## src/rtl/ram_dumper_pkg.sv

```systemverilog
// Shared definitions for the result-RAM datapath: RAM geometry used by both
// the accumulate/write engine and the dumper, plus the dumper state encoding.
package ram_dumper_pkg;

  localparam int RAM_ADDR_W = 6;
  localparam int RAM_DATA_W = 32;

  typedef enum logic [1:0] {
    IDLE    = 2'b00,
    WAIT    = 2'b01,
    PRESENT = 2'b10,
    FINISH  = 2'b11
  } dump_state_e;

endpackage : ram_dumper_pkg

```

## src/rtl/ram_dumper.sv

```systemverilog
// Sequentially reads result-RAM words 0..DEPTH-1 after a start pulse and
// hands each one to a consumer over valid/ready, together with a last flag
// and a running wrapping sum. done is a level that stays high until the next
// accepted start.
module ram_dumper
  import ram_dumper_pkg::*;
#(
  parameter int ADDR_W   = RAM_ADDR_W,
  parameter int DATA_W   = RAM_DATA_W,
  parameter int DEPTH    = 33,
  parameter int READ_LAT = 1
) (
  input  logic              clk,
  input  logic              rst,
  input  logic              start,
  output logic [ADDR_W-1:0] ram_addr,
  input  logic [DATA_W-1:0] ram_dout,
  output logic [DATA_W-1:0] out_data,
  output logic              out_valid,
  input  logic              out_ready,
  output logic              out_last,
  output logic [DATA_W-1:0] out_sum,
  output logic              busy,
  output logic              done
);

  // The address is registered, so it needs one clock to reach the RAM before
  // the READ_LAT read pipeline starts. The wait therefore spans READ_LAT+1
  // cycles: counter runs 0..READ_LAT and the word is captured on the last one.
  localparam int                CNT_W     = $clog2(READ_LAT + 1);
  localparam logic [CNT_W-1:0]  CNT_LAST  = CNT_W'(READ_LAT);
  localparam logic [ADDR_W-1:0] LAST_ADDR = ADDR_W'(DEPTH - 1);

  dump_state_e       state_q, state_d;
  logic [ADDR_W-1:0] addr_q,  addr_d;
  logic [CNT_W-1:0]  cnt_q,   cnt_d;
  logic [DATA_W-1:0] acc_q,   acc_d;
  logic [DATA_W-1:0] data_q,  data_d;
  logic [DATA_W-1:0] sum_q,   sum_d;
  logic              valid_q, valid_d;
  logic              last_q,  last_d;
  logic              busy_q,  busy_d;
  logic              done_q,  done_d;

  logic [DATA_W-1:0] acc_plus_dout;

  assign acc_plus_dout = acc_q + ram_dout;

  // Next-state and output-register logic; every register holds by default.
  always_comb begin
    state_d = state_q;
    addr_d  = addr_q;
    cnt_d   = cnt_q;
    acc_d   = acc_q;
    data_d  = data_q;
    sum_d   = sum_q;
    valid_d = valid_q;
    last_d  = last_q;
    busy_d  = busy_q;
    done_d  = done_q;

    case (state_q)
      IDLE, FINISH: begin
        if (start) begin
          addr_d  = '0;
          acc_d   = '0;
          cnt_d   = '0;
          busy_d  = 1'b1;
          done_d  = 1'b0;
          state_d = WAIT;
        end
      end

      WAIT: begin
        if (cnt_q == CNT_LAST) begin
          data_d  = ram_dout;
          sum_d   = acc_plus_dout;
          acc_d   = acc_plus_dout;
          last_d  = (addr_q == LAST_ADDR);
          valid_d = 1'b1;
          state_d = PRESENT;
        end else begin
          cnt_d = cnt_q + CNT_W'(1);
        end
      end

      PRESENT: begin
        // Word, last and sum stay frozen until the consumer takes the word.
        if (out_ready) begin
          valid_d = 1'b0;
          if (last_q) begin
            // Address is left parked on the final word; no wrap past DEPTH-1.
            last_d  = 1'b0;
            busy_d  = 1'b0;
            done_d  = 1'b1;
            state_d = FINISH;
          end else begin
            addr_d  = addr_q + ADDR_W'(1);
            cnt_d   = '0;
            state_d = WAIT;
          end
        end
      end

      default: begin
        state_d = IDLE;
      end
    endcase
  end

  // State and datapath registers; reset aborts any dump in progress.
  always_ff @(posedge clk or posedge rst) begin
    if (rst) begin
      state_q <= IDLE;
      addr_q  <= '0;
      cnt_q   <= '0;
      acc_q   <= '0;
      data_q  <= '0;
      sum_q   <= '0;
      valid_q <= 1'b0;
      last_q  <= 1'b0;
      busy_q  <= 1'b0;
      done_q  <= 1'b0;
    end else begin
      state_q <= state_d;
      addr_q  <= addr_d;
      cnt_q   <= cnt_d;
      acc_q   <= acc_d;
      data_q  <= data_d;
      sum_q   <= sum_d;
      valid_q <= valid_d;
      last_q  <= last_d;
      busy_q  <= busy_d;
      done_q  <= done_d;
    end
  end

  assign ram_addr  = addr_q;
  assign out_data  = data_q;
  assign out_valid = valid_q;
  assign out_last  = last_q;
  assign out_sum   = sum_q;
  assign busy      = busy_q;
  assign done      = done_q;

endmodule : ram_dumper

```

## config.mk

```make
export PLATFORM = sky130hd
export DESIGN_NAME = ram_dumper
export DESIGN_NICKNAME = d
export VERILOG_FILES = /design/src/rtl/ram_dumper_pkg.sv /design/src/rtl/ram_dumper.sv
export SDC_FILE = /design/constraint.sdc
export NUM_CORES = 1
export LEC_CHECK = 0
export BUFFER_PORTS_ARGS = -buffer_cell sky130_fd_sc_hd__buf_4
export CAP_MARGIN = 30
export CORE_MARGIN = 2
export CORE_UTILIZATION = 38
export DETAILED_ROUTE_END_ITERATION = 8
export PLACE_DENSITY = 0.72
export SLEW_MARGIN = 20
export SYNTH_ARGS = -nofsm -noshare
export SYNTH_HDL_FRONTEND = slang
export SYNTH_SLANG_ARGS = --single-unit
```

## constraint.sdc

```tcl
create_clock -name clk -period 3.5 [get_ports clk]
set_input_delay 0.7 -clock clk [delete_from_list [all_inputs] [get_ports clk]]
set_output_delay 0.7 -clock clk [all_outputs]
set_load 0.05 [all_outputs]
```

==> results of run 1 <==
layer usage:
metal	GRT usage	up-vias	wire, µm
li1	-	2228	-
met1	0.238	2267	6480
met2	0.287	92	6770
met3	0.0355	14	606
met4	0.0670	0	231
met5	0	-	0
placed cells by master (no fill, tap or decap), types with 3 or more instances in the layout:
cell type  count
o21ai_0       25
mux2_2        56
nor3_1         6
nand2_1       54
a21oi_1       36
and3_1         4
ha_1          36
a41oi_1        3
xor2_1         9
buf_4        112
nor2b_1        6
nand3_1        9
nor2_1        28
o21bai_1       3
a22o_1        26
a31oi_1        7
a22oi_1        3
a21o_1        15
o21a_1         3
xnor2_1       22
inv_1         13
clkbuf_16      9
dfrtp_1      109
nand4_1        5
nand2b_1       4
o31ai_1        5
power by group:
group          internal, µW  switching [µW]
registers              1810             316
logic                  1760            3030
clock network           490             443
total                  4060            3790
stage by stage:
stage	total power (µW)	area (µm²)	utilization	hold WS, ns
global route	8380	7280	0.475	0.501
global placement	6840	7020	0.458	0.466
detailed placement	6960	7020	0.458	0.472
finish	7850	7280	0.475	0.481
CTS	7930	7280	0.475	0.489
floorplan	5690	5990	-	0.453
how the worst min path moves through the flow:
stage	from	to	slack (ns)	cells past startpoint
final	out_sum[13]$_DFFE_PP0P_	out_sum[13]$_DFFE_PP0P_	0.48	2
after global routing	out_sum[31]$_DFFE_PP0P_	out_sum[31]$_DFFE_PP0P_	0.50	2
after CTS	out_sum[13]$_DFFE_PP0P_	out_sum[13]$_DFFE_PP0P_	0.49	2
after detailed placement	out_sum[13]$_DFFE_PP0P_	out_sum[13]$_DFFE_PP0P_	0.47	2
after global placement	out_sum[13]$_DFFE_PP0P_	out_sum[13]$_DFFE_PP0P_	0.47	2
after floorplan	acc_q[25]$_DFFE_PP0P_	acc_q[25]$_DFFE_PP0P_	0.45	2
registers in the layout (all words and copies together), names as in the netlist:
name       cells
out_last       1
out_valid      1
ram_addr       6
busy           1
cnt_q          1
acc_q         32
out_sum       32
out_data      32
done           1
state_q        2
logic make-up (layout without fill, tap and decap cells):
group	after synthesis	in the layout	share of synthesized area
XOR/XNOR	31	31	0.0453
adder cells (fa/ha/maj)	37	37	0.0785
flip-flops	109	109	0.455
AO/OA/AOI/OAI	151	151	0.183
AND/OR/NAND/NOR	131	131	0.103
multiplexers	58	58	0.109
buffers and inverters	35	140	0.0255
worst max-delay path, stage by stage:
cell and delay [ns]:
buf_4 0.11, ha_1 0.22, fa_1 0.40, a21o_1 0.22, a221oi_4 0.33, a2bb2oi_2 0.15
a31oi_4 0.27, o31ai_2 0.13, a311oi_2 0.31, xnor2_1 0.11, mux2_4 0.26
area by class of cell:
type / instances / area (µm²)
clock buffers: 11 / 243
clock inverters: 2 / 12.5
fillers: 1446 / 8040
inverters: 14 / 56.3
multi-input cells: 408 / 3110
flip-flops and latches: 109 / 2730
well taps: 211 / 264
repair buffers: 113 / 861
==> flow_summary.ini, run 1 <==
[finish]
fin_nets = 728
stdcell_count = 868
n_antenna_cell = 0
area_delta_synth_final_pct = 21.5
layout-drive-gt1-share = 0.304

[timing]
fmax_mhz = 335
finalSetupTns_ns = 0
max_slew_margin = 0.439
setup_violations = 0
rsz0062_at_grt = false
finalCriticalPeriod_ns = 2.99
setup_slack_ns = 0.514
skew_ns = 0.0111
worstMarginPinSlew_ns = 0.840
final-max-slew-violation-count = 0
fin_crit_sh = 0.853
final-hold-violation-count = 0

[clocking]
postCtsSetupBuffers = 0
cts_sinks = 109
numCtsBuffers = 9
cts_max_level = 3
cts_tree = done
cts_resized = 0
insertion_delay_ns = 0.36
cts_buffer_depth = 2
cts.reportedPaths.clkPinSlew_ns = 0.07
cts_hold_buf = 0
cts_root_buffer = clkbuf_16

[placement]
pre_cts_ws_ns = 0.143
dp.cells = 855
portBuffers = 109
dp_hpwl_um = 10400
gp_congestion = 0.844

[setup_path]
crit_required_ns = 3.74
r2r-end = out_sum[28]$_DFFE_PP0P_
path_class = in2reg
cp_max_fo = 3
startpoint_type = input pin
rrSetupSlack_ns = 0.55
cp-startpoint = ram_dout[0]
cp-end-kind = flip-flop
reg2reg_depth = 10
critical_path.endpoint = out_sum[28]$_DFFE_PP0P_
rr_startpoint = acc_q[0]$_DFFE_PP0P_
cp_data_arrival_time_ns = 3.23

[global_route]
grt_pass1_vias = 4635
grt-ovfl-total = 0
antenna_found_initial = 0
grt_max_degree = 65
grt_pass1_wl_um = 23500
grtUsageTotal = 0.178

[drt]
via_per_inst = 5.30
drc = 0
ant_nets = 0
drt_first_pass_iters = 4
drtIter0Drc = 305
vias = 4601
drt-total-wl_um = 14100
wire_per_inst_um = 16.2

[yosys]
synth.most_common_cell = dfrtp_1
synth_edf_count = 0
synth.top_cell.area_share = 0.455
synth-seq-cells = 109
syn-cell-area_mm2 = 0.00599
synth_top_area_cell = dfrtp_1
async_reset_ff_frac = 1.00
ys_warn_count = 0
yosysSeqAreaShare = 0.455
syn_inst = 552
synthesis.nets = 625
avgSynthCellArea_um2 = 10.9
synth_ff_type = dfrtp_1
synthTopCellsByArea = dfrtp_1 46%, mux2_2 11%, ha_1 7.5%
synth_cell_types = 64
synth_common_cells = 109 x dfrtp_1, 56 x mux2_2, 54 x nand2_1

[floorplanning]
rows = 45
start_util = 0.391
io_pins = 110
die_h_um = 130
die_area_mm2 = 0.0168
core-area_mm2 = 0.0153
die_width_um = 130

[pwr]
ir_drop_uv = 475
p_per_area_mw_per_mm2 = 1080
p_leak_uw = 0.00341

[min_path]
hold_class = reg2reg

[run]
drv_cap = 0

[status]
status = finished clean
(Power assumes the default switching activity.)
==> run 2: changes to the inputs <==
--- a/config.mk
+++ b/config.mk
@@ -11,6 +11,7 @@
 export CORE_UTILIZATION = 38
 export DETAILED_ROUTE_END_ITERATION = 8
 export PLACE_DENSITY = 0.72
+export REMOVE_ABC_BUFFERS = 1
 export SLEW_MARGIN = 20
 export SYNTH_ARGS = -nofsm -noshare
 export SYNTH_HDL_FRONTEND = slang
==> flow_summary.ini, run 2 (synthesized netlist as in run 1, its figures left out) <==
[finish]
area_delta_synth_final_pct = 23.6
final_common_cell = buf_4
n_antenna_cell = 0
final_cell_mix = 111 x buf_4, 109 x dfrtp_1, 56 x mux2_2, 54 x nand2_1
layout-drive-gt1-share = 0.309
final_cell_area_mm2 = 0.00741
fin_nets = 728
stdcell_count = 871

[setup_path]
rr_startpoint = acc_q[0]$_DFFE_PP0P_
cp-startpoint = ram_dout[0]
path_class = in2reg
cp_max_fo = 3
crit_required_ns = 3.74
startpoint_type = input pin
cp_data_arrival_time_ns = 3.28
cp-end-kind = flip-flop
reg2reg_depth = 10

[clocking]
cts_resized = 0
cts_tree = done
postCtsSetupBuffers = 0
cts_hold_buf = 0
cts_sinks = 109
numCtsBuffers = 9
cts_buffer_depth = 2
insertion_delay_ns = 0.36
cts_root_buffer = clkbuf_16
cts.reportedPaths.clkPinSlew_ns = 0.07
cts_max_level = 3

[pwr]
p_per_area_mw_per_mm2 = 1110
ir_drop_uv = 608
p_leak_uw = 0.00348

[drt]
wl_met2_um = 6890
vias = 4637
drtIter0Drc = 173
wire_per_inst_um = 15.9
top_layer_used = met4
met1_length_um = 6080
drc = 0
drt-total-wl_um = 13800
via_per_inst = 5.32
drt_first_pass_iters = 5
met3_length_um = 641
ant_nets = 0

[global_route]
grt_pass1_wl_um = 22700
grt-ovfl-total = 0
antenna_found_initial = 0
grt_pass1_vias = 4651
grt_max_degree = 66
grtUsageTotal = 0.170

[floorplanning]
die_area_mm2 = 0.0168
die_width_um = 130
die_h_um = 130
io_pins = 110
core-area_mm2 = 0.0153
start_util = 0.391
rows = 45

[timing]
fmax_mhz = 329
max_slew_margin = 0.493
final-max-slew-violation-count = 0
finalSetupTns_ns = 0
fin_crit_sh = 0.869
holdWs_ns = 0.424
finalCriticalPeriod_ns = 3.04
final-hold-violation-count = 0
setup_violations = 0
skew_ns = 0.00835
rsz0062_at_grt = false
setup_slack_ns = 0.459
worstMarginPinSlew_ns = 0.760

[placement]
placed_cell_area_mm2 = 0.00703
dp_hpwl_um = 10000
portBuffers = 109
gp_congestion = 0.916
dp.cells = 855
pre_cts_ws_ns = 0.112

[run]
drv_cap = 0

[min_path]
hold_class = in2async

[status]
status = finished clean
[run 2: changes by cell type in the layout (fill, tap and decap cells not counted)]
cell        change
clkinv_4        +1
inv_4           +1
bufinv_16       +4
buf_4           -1
clkinvlp_4      -2
clkbuf_1        -1
buf_12          +1
[run 2: through the flow]
step                 util  total power [µW]
finish              0.484              8190
floorplan               -              5640
detailed placement  0.459              6960
global route        0.484              8700
global placement    0.459              6830
CTS                 0.484              8250
[run 2: per-layer routing]
metal,global-route usage,up-vias
li1,-,2222
met1,0.215,2293
met2,0.287,105
met3,0.0318,17
met4,0.0708,0
met5,0,-
[run 2: path summary, 6_finish.rpt]
check,endpoint,slack (ns)
hold / removal,out_data[28]$_DFFE_PP0P_,0.42
max in group asynchronous,acc_q[14]$_DFFE_PP0P_,2.33
setup / recovery,out_sum[28]$_DFFE_PP0P_,0.46
min in group clk,out_sum[11]$_DFFE_PP0P_,0.49
hold reg to reg,out_sum[11]$_DFFE_PP0P_,0.49
setup reg to reg,out_sum[28]$_DFFE_PP0P_,0.51
[run 2: report_power, final]
group | switching [µW] | total [µW] | internal, µW
Sequential | 304 | 2110 | 1810
Combinational | 3030 | 4800 | 1770
Clock | 481 | 1270 | 792
Total | 3820 | 8190 | 4370
[run 2: worst max-delay path, stage by stage]
cell and delay, ns:
buf_4 0.11, ha_1 0.21, fa_1 0.42, a21o_1 0.22
a221oi_4 0.35, a2bb2oi_2 0.16, a31oi_4 0.26, o31ai_2 0.14
a311oi_2 0.30, xnor2_1 0.12, mux2_4 0.27
[run 2: cell type report]
class                      count  area [µm²]
fill                        1421        7910
multi-input combinational    408        3110
sequential                   109        2730
timing repair buffer         113         873
tap                          211         264
clock buffer                  10         239
clock inverter                 6         134
inverter                      14        55.1
==> run 3: changes to the inputs <==
--- a/config.mk
+++ b/config.mk
@@ -7,7 +7,6 @@
 export LEC_CHECK = 0
 export BUFFER_PORTS_ARGS = -buffer_cell sky130_fd_sc_hd__buf_4
 export CAP_MARGIN = 30
-export CORE_MARGIN = 2
 export CORE_UTILIZATION = 38
 export DETAILED_ROUTE_END_ITERATION = 8
 export PLACE_DENSITY = 0.72
==> flow_summary.ini, run 3 (synthesized netlist as in run 1, its figures left out) <==
[timing]
final-hold-violation-count = 0
finalSetupTns_ns = 0
max_slew_margin = 0.480
rsz0062_at_grt = false
final-max-slew-violation-count = 0
setup_violations = 0
fmax_mhz = 336
worstMarginPinSlew_ns = 0.781
skew_ns = 0.00765
fin_crit_sh = 0.851
finalCriticalPeriod_ns = 2.98

[finish]
n_antenna_cell = 0
final_common_cell = buf_4
area_delta_synth_final_pct = 22.1
fin_nets = 730
final_cell_mix = 114 x buf_4, 109 x dfrtp_1, 56 x mux2_2, 54 x nand2_1
layout-drive-gt1-share = 0.311
final_cell_area_mm2 = 0.00731

[pwr]
p_leak_uw = 0.00343
p_per_area_mw_per_mm2 = 1080
ir_drop_uv = 602
p_total_uw = 7880

[placement]
portBuffers = 109
placed_cell_area_mm2 = 0.00704
dp_hpwl_um = 10100
gp_congestion = 0.856

[clocking]
cts.reportedPaths.clkPinSlew_ns = 0.07
cts_buffer_depth = 2
cts_max_level = 3
numCtsBuffers = 9
cts_tree = done
postCtsSetupBuffers = 0
insertion_delay_ns = 0.36
cts_sinks = 109
cts_root_buffer = clkbuf_16
cts_resized = 0
cts_hold_buf = 0

[floorplanning]
start_util = 0.391
io_pins = 110
rows = 45
core-area_mm2 = 0.0153
die_width_um = 128
die_h_um = 128
die_area_mm2 = 0.0163

[drt]
drt_first_pass_iters = 5
top_layer_used = met4
wire_per_inst_um = 15.8
ant_nets = 0
drtIter0Drc = 156
met3_length_um = 499
met1_length_um = 6240
vias = 4601
drt-total-wl_um = 13800
via_per_inst = 5.27
drc = 0
wl_met2_um = 6860

[setup_path]
path_class = in2reg
cp_max_fo = 3
cp-end-kind = flip-flop
crit_required_ns = 3.75
startpoint_type = input pin
cp_data_arrival_time_ns = 3.23

[run]
drv_cap = 0

[global_route]
grt_pass1_wl_um = 23200
grtUsageTotal = 0.180
grt_pass1_vias = 4666
grt_max_degree = 62
antenna_found_initial = 0
grt-ovfl-total = 0

[min_path]
hold_class = in2async

[status]
status = finished clean
run 3: cell count changes in the layout (fill, tap and decap cells not counted):
cell | before | now
buf_4 | 111 | 114
inv_6 | 0 | 1
clkinvlp_4 | 0 | 3
buf_12 | 2 | 1
clkinv_2 | 1 | 2
clkbuf_8 | 1 | 0
bufinv_16 | 4 | 0
run 3: critical path, cell delays in order:
cell       delay, ns
buf_4           0.12
ha_1            0.21
fa_1            0.41
a21o_1          0.22
a221oi_4        0.32
a2bb2oi_2       0.15
a311oi_1        0.42
o21bai_1        0.13
a21oi_1         0.18
xnor2_1         0.10
mux2_2          0.26
run 3: final timing paths:
| kind | startpoint | endpoint | slack [ns] | cells after the start |
|---|---|---|---|---|
| worst max-delay path | ram_dout[0] | out_sum[18]$_DFFE_PP0P_ | 0.52 | 11 |
| worst min-delay path | rst | out_data[24]$_DFFE_PP0P_ | 0.48 | 2 |
| worst max register to register | acc_q[0]$_DFFE_PP0P_ | out_sum[18]$_DFFE_PP0P_ | 0.59 | 10 |
| worst min register to register | out_sum[2]$_DFFE_PP0P_ | out_sum[2]$_DFFE_PP0P_ | 0.48 | 1 |
| max in group asynchronous | rst | acc_q[28]$_DFFE_PP0P_ | 2.20 | 3 |
| min in group clk | out_sum[2]$_DFFE_PP0P_ | out_sum[2]$_DFFE_PP0P_ | 0.48 | 1 |
run 3: metal layers:
layer / GRT usage / vias up
li1: - / 2232
met1: 0.226 / 2255
met2: 0.311 / 100
met3: 0.0302 / 14
met4: 0.0651 / 0
met5: 0 / -
run 3: final cells by class:
class | instances | area (µm²)
timing repair buffer | 115 | 876
fill | 1406 | 8000
inverter | 14 | 55.1
clock inverter | 7 | 50.0
multi-input combinational | 408 | 3110
sequential | 109 | 2730
clock buffer | 9 | 225
tap | 211 | 264
run 3: report_power, final:
| group | switching (µW) | internal, µW | total [µW] |
|---|---|---|---|
| clock | 488 | 484 | 972 |
| combinational | 3020 | 1760 | 4780 |
| sequential | 318 | 1810 | 2130 |
| total | 3820 | 4060 | 7880 |
run 3: stage by stage:
stage | instances | hold WS [ns] | setup WS (ns) | utilization
3_5_place_dp | 857 | 0.471 | 0.150 | 0.459
5_1_grt | 873 | 0.518 | 0.423 | 0.477
6_report | 873 | 0.483 | 0.520 | 0.477
4_1_cts | 873 | 0.489 | 0.541 | 0.477
3_3_place_gp | 857 | 0.464 | 0.215 | 0.459
2_1_floorplan | 531 | 0.453 | -0.0739 | -
